## config.mk

```make
export PLATFORM = sky130hd
export DESIGN_NAME = truth_table_sweeper
export DESIGN_NICKNAME = d
export VERILOG_FILES = /design/src/rtl/truth_table_sweeper.sv
export SDC_FILE = /design/constraint.sdc
export NUM_CORES = 1
export LEC_CHECK = 0
export ABC_AREA = 1
export CAP_MARGIN = 10
export CORE_UTILIZATION = 49
export CTS_CLUSTER_SIZE = 12
export DETAILED_ROUTE_END_ITERATION = 10
export GPL_TIMING_DRIVEN = 1
export PLACE_DENSITY = 0.8
export SYNTH_ARGS = -nofsm -noshare
export SYNTH_HDL_FRONTEND = slang
export SYNTH_SLANG_ARGS = --single-unit
```

## constraint.sdc

```tcl
create_clock -name clk -period 1.5 [get_ports clk]
set_input_delay 0.15 -clock clk [delete_from_list [all_inputs] [get_ports clk]]
set_output_delay 0.15 -clock clk [all_outputs]
set_load 0.01 [all_outputs]
```

## src/rtl/truth_table_sweeper.sv

```systemverilog
// Drives all 8 input combinations of a 3-input gate, captures its output and assembles the truth-table code.
// Optional SWEEP_STABILITY_CHECK_EN adds the `unstable` output (gate_out disagreement within a settle window).
//
// state  | meaning
// IDLE   | inputs 000, waiting for start
// SETTLE | holding combination k, counting down the settle time
// SAMPLE | counter at 0: capture gate_out for combination k on this edge
module truth_table_sweeper #(
  parameter int unsigned SETTLE_CYCLES = 4,
  parameter logic [7:0]  EXPECTED      = 8'h16
) (
  input  logic       clk,
  input  logic       rst,
  input  logic       start,
  input  logic       abort,
  output logic       in1,
  output logic       in2,
  output logic       in3,
  input  logic       gate_out,
  output logic       busy,
  output logic       done,
  output logic [7:0] truth_table,
  output logic       match
`ifdef SWEEP_STABILITY_CHECK_EN
  ,
  output logic       unstable
`endif
);

  localparam int unsigned SC     = (SETTLE_CYCLES == 0) ? 1 : SETTLE_CYCLES;
  localparam logic [7:0]  RELOAD = 8'(SC - 1);

  typedef enum logic [1:0] {IDLE, SETTLE, SAMPLE} state_t;

  // A one-cycle settle has no countdown, so a loaded combination is sampled on the very next edge.
  localparam state_t LOAD_STATE = (SC == 1) ? SAMPLE : SETTLE;

  state_t     state, state_nxt;
  logic [2:0] k;
  logic [7:0] cnt;
  logic [7:0] shadow;
  logic [7:0] captured;
  logic       match_now;

  always_ff @(posedge clk) begin
    if (rst) state <= IDLE;
    else     state <= state_nxt;
  end

  always_comb begin
    state_nxt = state;
    case (state)
      IDLE:    if (start) state_nxt = LOAD_STATE;
      SETTLE: begin
        if (abort)            state_nxt = IDLE;
        else if (cnt == 8'd1) state_nxt = SAMPLE;
      end
      SAMPLE: begin
        if (abort || k == 3'd7) state_nxt = IDLE;
        else                    state_nxt = LOAD_STATE;
      end
      default: state_nxt = IDLE;
    endcase
  end

  always_comb begin
    busy                 = (state != IDLE);
    {in1, in2, in3}      = k;
    captured             = shadow;
    captured[3'd7 - k]   = gate_out;
  end

`ifdef SWEEP_STABILITY_CHECK_EN
  logic first_q;
  logic first_s;
  logic unstable_flag;

  // First settle edge of a combination is the one where the counter still holds its reload value.
  always_comb begin
    first_s   = (cnt == RELOAD) ? gate_out : first_q;
    match_now = (captured == EXPECTED) && !(unstable_flag || (first_s != gate_out));
  end
`else
  always_comb match_now = (captured == EXPECTED);
`endif

  always_ff @(posedge clk) begin
    if (rst) begin
      k           <= 3'd0;
      cnt         <= 8'd0;
      shadow      <= 8'h00;
      truth_table <= 8'h00;
      match       <= 1'b0;
      done        <= 1'b0;
`ifdef SWEEP_STABILITY_CHECK_EN
      first_q       <= 1'b0;
      unstable_flag <= 1'b0;
      unstable      <= 1'b0;
`endif
    end else begin
      done <= 1'b0;
      case (state)
        IDLE: begin
          if (start) begin
            k      <= 3'd0;
            cnt    <= RELOAD;
            shadow <= 8'h00;
`ifdef SWEEP_STABILITY_CHECK_EN
            unstable_flag <= 1'b0;
`endif
          end
        end
        SETTLE: begin
          if (abort) begin
            k   <= 3'd0;
            cnt <= 8'd0;
          end else begin
            cnt <= cnt - 8'd1;
`ifdef SWEEP_STABILITY_CHECK_EN
            if (cnt == RELOAD) first_q <= gate_out;
`endif
          end
        end
        SAMPLE: begin
          if (abort) begin
            k   <= 3'd0;
            cnt <= 8'd0;
          end else begin
            shadow <= captured;
`ifdef SWEEP_STABILITY_CHECK_EN
            if (first_s != gate_out) unstable_flag <= 1'b1;
`endif
            if (k == 3'd7) begin
              truth_table <= captured;
              match       <= match_now;
              done        <= 1'b1;
              k           <= 3'd0;
              cnt         <= 8'd0;
`ifdef SWEEP_STABILITY_CHECK_EN
              unstable    <= unstable_flag || (first_s != gate_out);
`endif
            end else begin
              k   <= k + 3'd1;
              cnt <= RELOAD;
            end
          end
        end
        default: ;
      endcase
    end
  end

endmodule

```

Word-level counts from Yosys, hierarchy flattened. Index checks and enable logic that the tools add are counted.

Shift operators: 0. Reductions and logical operators: 12. $mul: 0. Muxes and demuxes: 22. Magnitude comparators: 2. Div/mod/pow operators: 0. Bitwise operators: 2. $add $sub $neg: 3. Equality and inequality tests: 9.

Operators by type and width (count): 8-bit 2-to-1 mux (4); 8-bit case mux with 3 select lines (1); 8-bit case mux with 2 select lines (1); 3-bit 2-to-1 mux (4); 2-bit 2-to-1 mux (5); 3-bit case mux with 3 select lines (1); 3-bit AND reduction (3); 8-bit bitwise mux (1); 8-bit by 1-bit equality test with 1-bit output, second input constant (1); 8-bit by 5-bit equality test with 1-bit output, second input constant (1); 8-bit by 1-bit subtractor with 8-bit output, second input constant (1); 2-bit != test, second input constant (3); 2-bit case mux with 3 select lines (1); 3-bit by 4-bit less-than comparator with 1-bit output, second input constant (1); 2-bit AND reduction (2); 2-bit nonzero test (2); 3-bit by 1-bit adder with 3-bit output, second input constant (1); 1-bit demux with 3-bit select (1); 3-bit equality test, second input constant (1); 3-bit by 1-bit greater-or-equal comparator with 1-bit output, second input constant (1); 1-bit 2-to-1 mux (3); 3-bit != test, second input constant (1); 3-bit nonzero test (1); 3-bit OR reduction (1); other kinds (7) (8).

Memory bits (writable): 0. Memory bits (read-only): 0. Latch bits: 0. Input bits: 5. Memories kept: 0. Register bits after elaboration: 31.

Depth between registers and ports, before layout. Gate-level depths: netlist of run 1.

Depth after elaboration: 8. Depth in mapped cells: 10. Mapped depth without buffers: 10.

Least setup slack after synthesis of run 1. OpenSTA, ideal clock, no wires.

Path kind: flip-flop to flip-flop. From: reg state[0]. To: reg cnt[5]. Cell stages (with the launch flop): 11. Clock period less this slack: 1499 ps. Path slack: 1 ps. Arrival: 1384 ps. Setup time: 115 ps. Path through: dfxtp_1 -> inv_1 -> ha_1 -> inv_2 -> nor2_8 -> nor2_8 -> inv_2 -> nor2_1 -> nand3_1 -> nand2_1 -> nor2_1.

Cells in the longest elaborated chain, start to end: 3.

Ends and longest elaborated chain: start, declared (RTL line 38) `state_t state, state_nxt;`; start signal, assigned (RTL line 47) `else state <= state_nxt;`; 2-bit equality test, or another cell as far along (RTL line 102) `case (state)`; 3-bit nonzero test (no line) or 2-bit != test (tied branches); 2-bit AND reduction (no line); end signal, assigned (RTL line 118) `cnt <= cnt - 8'd1;`; end, declared (RTL line 40) `logic [7:0] cnt;`.

Parallel ways exist; a longest one is shown, timed or not. A chain may end at the register's enable or synchronous reset.

Worst setup path after layout of run 1.
From: reg k[0]. To: out in3.

RTL lines: start, declared (RTL line 39) `logic [2:0] k;`; start signal, assigned (RTL line 143) `k <= k + 3'd1;`; end, declared (RTL line 18) `output logic in3,`.

No word-level cell between the ends.

==> results of run 1 <==
repair_timing:
item / in CTS / in global routing
buffers inserted: 0 / 4
setup endpoints to repair: 20 / 29
gates resized for setup: 12 / 32
hold endpoints to repair: 0 / 0
pin swaps: 0 / 7
cloned: 0 / 0
state kept, by name, indices dropped and copies added, names as in the netlist:
signal / count
cnt: 8
shadow: 8
truth_table: 8
k: 3
state: 2
done: 1
match: 1
layout make-up:
class	count	share of cell area, %
Clock buffer	6	2.37
Multi-Input combinational cell	152	42.6
Inverter	24	4.62
Timing Repair Buffer	41	17.2
Sequential cell	31	29.1
Tap cell	44	2.54
Clock inverter	2	1.62
layout by cell type (no fill, tap or decap), types with 2 or more instances in the layout:
| cell | synthesis | routed |
|---|---|---|
| a211oi_1 | 5 | 4 |
| a21oi_1 | 22 | 19 |
| a21oi_2 | 1 | 3 |
| a31oi_1 | 3 | 3 |
| buf_12 | 0 | 2 |
| buf_4 | 4 | 21 |
| clkbuf_4 | 0 | 5 |
| clkdlybuf4s50_1 | 0 | 16 |
| dfxtp_1 | 31 | 26 |
| dfxtp_2 | 0 | 4 |
| ha_1 | 8 | 6 |
| ha_4 | 0 | 2 |
| inv_1 | 20 | 15 |
| inv_2 | 4 | 6 |
| inv_4 | 0 | 2 |
| nand2_1 | 45 | 40 |
| nand2_2 | 0 | 5 |
| nand3_1 | 15 | 15 |
| nand4_1 | 5 | 5 |
| nor2_1 | 17 | 15 |
| nor2_2 | 3 | 3 |
| nor2_4 | 2 | 4 |
| nor2_8 | 2 | 2 |
| o21ai_0 | 15 | 10 |
| o21ai_1 | 3 | 7 |
path summary, 6_finish.rpt:
| path | startpoint | end | slack [ps] | cells past startpoint |
|---|---|---|---|---|
| worst max register to register | state[0] | shadow[1] | 50 | 10 |
| worst min register to register | shadow[5] | shadow[5] | 460 | 2 |
| worst max-delay path | k[0] | in3 | 40 | 1 |
| worst min-delay path | shadow[5] | shadow[5] | 460 | 2 |
logic make-up after synthesis:
| group | Yosys count |
|---|---|
| AO/OA/AOI/OAI | 52 |
| AND/OR/NAND/NOR | 92 |
| adder cells (fa/ha/maj) | 8 |
| flip-flops | 31 |
| buffers and inverters | 30 |
power breakdown:
group          internal [W]  leakage (nW)  switching [W]
logic              0.000326         0.565       0.000439
clock network      0.000394        0.0482       0.000307
registers          0.000877         0.254      0.0000478
total               0.00160         0.867       0.000793
through the flow:
step,instances,hold slack [ps],worst slack [ps]
after detailed placement,288,454,-41.0
final,300,463,41.8
after global placement,288,446,-12.4
after global routing,300,475,-29.2
after CTS,296,468,2.09
after floorplan,213,347,1.49
layer usage:
metal / global-route usage (%) / wire, um
met1: 32.4 / 1780
met3: 6.55 / 201
met2: 35.9 / 1760
met5: 0 / 0
met4: 7.14 / 131
==> impl_metrics.json, run 1 <==
{
  "outcome": "finished, final reports clean",
  "grt_max_degree": 17,
  "synth_cell_types": 26,
  "dp_hpwl_um": 2550,
  "synth_cells": 213,
  "synth_top_area_share_pct": 39.0,
  "routabilityCongestion": 0.853,
  "vias": 1566,
  "synth_fa_ha_area_share_pct": 6.28,
  "routed_wl_um": 3870,
  "setup_viol": 0,
  "synth-edff-count": 0,
  "worst-path-buf-inv": 1,
  "crit_family": "buffers and inverters",
  "fin_util_pct": 70.4,
  "synth_area_leaders": "dfxtp_1, nand2_1, a21oi_1",
  "synth_top_family_by_area": "simple AND/OR/NAND/NOR gates",
  "slew_viol_final": 0,
  "worstSetupPathType": "reg2out",
  "synth_common_cells": "nand2_1, dfxtp_1, a21oi_1",
  "cts_buffer_depth": 2,
  "max-cap-violations": 0,
  "pin_count": 19,
  "rows": 20,
  "syn_area_mm2": 0.00159,
  "crit_chain": "clkdlybuf4s50_1",
  "synthArstFlopShare_pct": 0,
  "synth_largest_area_cell": "dfxtp_1",
  "cts_buffers": 5,
  "power_w": 0.00239,
  "tightest_slew_ps": 278,
  "core_mm2": 0.00308,
  "num-fill-cells": 240,
  "dr.pass1.iters": 4,
  "muxShareOfSynthArea_pct": 0,
  "seq_area_frac_synth_pct": 39.0,
  "fin_skew_ps": 13.2,
  "critical_path.max_fanout": 6,
  "synth_fp_nets": 226,
  "yosys_warnings": 0,
  "vdd_drop_max_mv": 0.817,
  "max-slew-margin-rel_pct": 81.3,
  "cts_tree": "done",
  "synth_compound_area_share_pct": 18.9,
  "hold_buffers": 0,
  "synth-xor-area-share_pct": 0,
  "hold_path_class": "reg2reg",
  "postLayoutCellArea_mm2": 0.00217,
  "cts.clk_slew.worst_paths_ps": 110,
  "synth_seq_cells": 31,
  "die_height_um": 59.0,
  "syn_to_final_growth_pct": 36.0,
  "synth-simple-area-share_pct": 27.7,
  "hold_viol_final": 0,
  "grt_pass1_wl_um": 6220,
  "worst_setup_path_start_kind": "flip-flop",
  "syn_area_per_cell_um2": 7.48,
  "p_per_area_mw_per_mm2": 1100,
  "clock_latency_ps": 350,
  "start_util_pct": 51.7,
  "wl_per_cell_um": 12.9,
  "place_area_mm2": 0.00194,
  "antennaDiodeCount": 0,
  "arrival_ps": 1310,
  "rsz0062_at_grt": "yes",
  "slowest_delay_ps": 550,
  "yosysMostFrequentCell": "nand2_1",
  "synth_ff_type": "dfxtp_1",
  "max_freq_mhz": 686,
  "fin_setup_tns_ps": 0,
  "finalCriticalPeriod_ps": 1460,
  "track_usage_pct": 23.5,
  "via_per_inst": 5.22,
  "seq_area_um2": 629,
  "place.port_buffers": 18,
  "p_leak_nw": 0.867,
  "route.detailed.drc": 0,
  "multi_input_area_um2": 923,
  "endpoint_kind": "primary output",
  "clock-sinks": 31,
  "dieArea_mm2": 0.00348,
  "required_ps": 1350,
  "drtIter0Drc": 68,
  "die_w_um": 59.0,
  "htree_levels": 2,
  "antenna_left": 0,
  "overflow": 0,
  "slowest_stage": "clkdlybuf4s50_1",
  "grt_pass1_vias": 1431,
  "nets": 268,
  "cts_root_buffer": "clkbuf_4",
  "period_share_pct": 97.2,
  "drive_gt1_share_pct": 27.7,
  "antenna_found_initial": 0
}
Note: power is estimated with default switching activity, not from simulation.
==> run 2: changes to the inputs <==
--- a/config.mk
+++ b/config.mk
@@ -15,3 +15,4 @@
 export SYNTH_ARGS = -nofsm -noshare
 export SYNTH_HDL_FRONTEND = slang
 export SYNTH_SLANG_ARGS = --single-unit
+export TNS_END_PERCENT = 5
==> run 2 against run 1 <==
The flow now finishes with violations (setup timing). Register-to-register slack worse by 60 ps. Clock skew increased by 0.97 ps. Die area stayed put. Sequential power hardly changed. Hold slack lost 3.0 ps. Final cell count fell by 0.33%. Utilization fell by 0.69 points. Highest routed layer unchanged.
==> impl_metrics.json, run 2 (same netlist as run 1, synthesis figures left out) <==
{
  "top_regs": "cnt (8), shadow (8), truth_table (8)",
  "drtIter0Drc": 93,
  "nets": 267,
  "period_share_pct": 101,
  "p_per_area_mw_per_mm2": 1110,
  "overflow": 0,
  "hold_path_class": "reg2reg",
  "worst_setup_path_start_kind": "flip-flop",
  "antenna_left": 0,
  "endpoint_kind": "flip-flop",
  "max_freq_mhz": 663,
  "multi_input_area_um2": 906,
  "finalCriticalPeriod_ps": 1510,
  "antenna_found_initial": 0,
  "pin_count": 19,
  "grt_max_degree": 17,
  "critical_path.max_fanout": 5,
  "htree_levels": 2,
  "clock-sinks": 31,
  "routabilityCongestion": 0.853,
  "cts_root_buffer": "clkbuf_4",
  "arrival_ps": 1800,
  "cts_buffers": 5,
  "core_mm2": 0.00308,
  "antennaDiodeCount": 0,
  "dr.pass1.iters": 4,
  "wl_per_cell_um": 13.2,
  "vdd_drop_max_mv": 0.769,
  "required_ps": 1790,
  "hold_viol_final": 0,
  "slowest_stage": "dfxtp_2",
  "place.port_buffers": 18,
  "drive_gt1_share_pct": 26.7,
  "rows": 20,
  "dieArea_mm2": 0.00348,
  "worst_slack_ps": -9.15,
  "start_util_pct": 51.7,
  "grt_pass1_vias": 1431,
  "max-cap-violations": 0,
  "outcome": "finished, violations left",
  "tightest_slew_ps": 278,
  "vias": 1576,
  "route.detailed.drc": 0,
  "die_w_um": 59.0,
  "p_leak_nw": 0.876,
  "seq_area_um2": 629,
  "grt_pass1_wl_um": 6220,
  "final_cell_mix": "nand2_1, dfxtp_1, buf_4",
  "setup_viol": 2,
  "max-slew-margin-rel_pct": 81.2,
  "violations": "setup timing",
  "cts_tree": "done",
  "cts.clk_slew.worst_paths_ps": 110,
  "cts_buffer_depth": 2,
  "worstSetupPathType": "reg2reg",
  "syn_to_final_growth_pct": 34.6,
  "via_per_inst": 5.27,
  "track_usage_pct": 23.5,
  "slew_viol_final": 0,
  "hold-worst-slack_ps": 460,
  "routed_wl_um": 3960,
  "clock_latency_ps": 350,
  "fin_skew_ps": 14.2,
  "dp_hpwl_um": 2550,
  "die_height_um": 59.0,
  "power_w": 0.00237,
  "mostFrequentLayoutCell": "nand2_1",
  "crit_chain": "buf_4 > ha_1 > nand2_1 > inv_1 > a21oi_2 > nor2_2 > o21ai_1 > a21oi_1",
  "slowest_delay_ps": 360,
  "num-fill-cells": 248,
  "rsz0062_at_grt": "yes"
}
-- run 2: power by group --
group | switching, W | internal (W) | leakage (nW) | total [W]
combinational | 0.000433 | 0.000312 | 0.574 | 0.000745
sequential | 0.0000487 | 0.000877 | 0.254 | 0.000925
clock | 0.000306 | 0.000394 | 0.0482 | 0.000699
total | 0.000788 | 0.00158 | 0.876 | 0.00237
-- run 2: final timing paths --
path / start / slack, ps / cells past startpoint / to
hold / removal: shadow[5] / 460 / 2 / shadow[5]
hold reg to reg: shadow[5] / 460 / 2 / shadow[5]
setup reg to reg: state[0] / -9 / 8 / cnt[7]
setup / recovery: state[0] / -9 / 8 / cnt[7]
-- run 2: layer usage --
metal | wire length, um | share of wire, % | global-route usage [%] | vias up
met1 | 1830 | 46 | 32.4 | 728
met2 | 1880 | 47 | 35.9 | 42
li1 | - | - | - | 795
met3 | 167 | 4.2 | 6.55 | 11
met4 | 86 | 2.2 | 7.14 | 0
met5 | 0 | 0 | 0 | -
-- run 2: repair_timing --
action	CTS	global route
gates resized for setup	10	30
hold buffers	0	0
pin swaps	0	7
buffers inserted	0	3
hold endpoints to repair	0	0
setup endpoints to repair	20	31
-- run 2: critical path: cells and delay by family, from the launching register on --
family / cells / cell delay (ps)
fa+ha+maj: 1 / 180
compound gates: 3 / 320
buf+inv: 2 / 280
simple gates: 2 / 320
flops: 1 / 360
-- run 2: layout make-up --
cell class | instances | area share (%)
multi-input combinational | 152 | 42.2
sequential | 31 | 29.3
timing repair buffer | 40 | 17.2
inverter | 24 | 4.67
tap | 44 | 2.57
clock buffer | 6 | 2.39
clock inverter | 2 | 1.63
-- run 2: stage by stage --
step / area (um^2) / util (%) / cells / setup TNS [ps] / setup WS [ps]
final: 2140 / 69.7 / 299 / -11.3 / -9.15
after global routing: 2140 / 69.7 / 299 / -404 / -70.2
after CTS: 2030 / 66.1 / 296 / -7.05 / -4.81
after detailed placement: 1940 / 63.2 / 288 / -106 / -41.0
after global placement: 1940 / 63.2 / 288 / -12.4 / -12.4
after floorplan: 1590 / - / 213 / 0 / 1.49
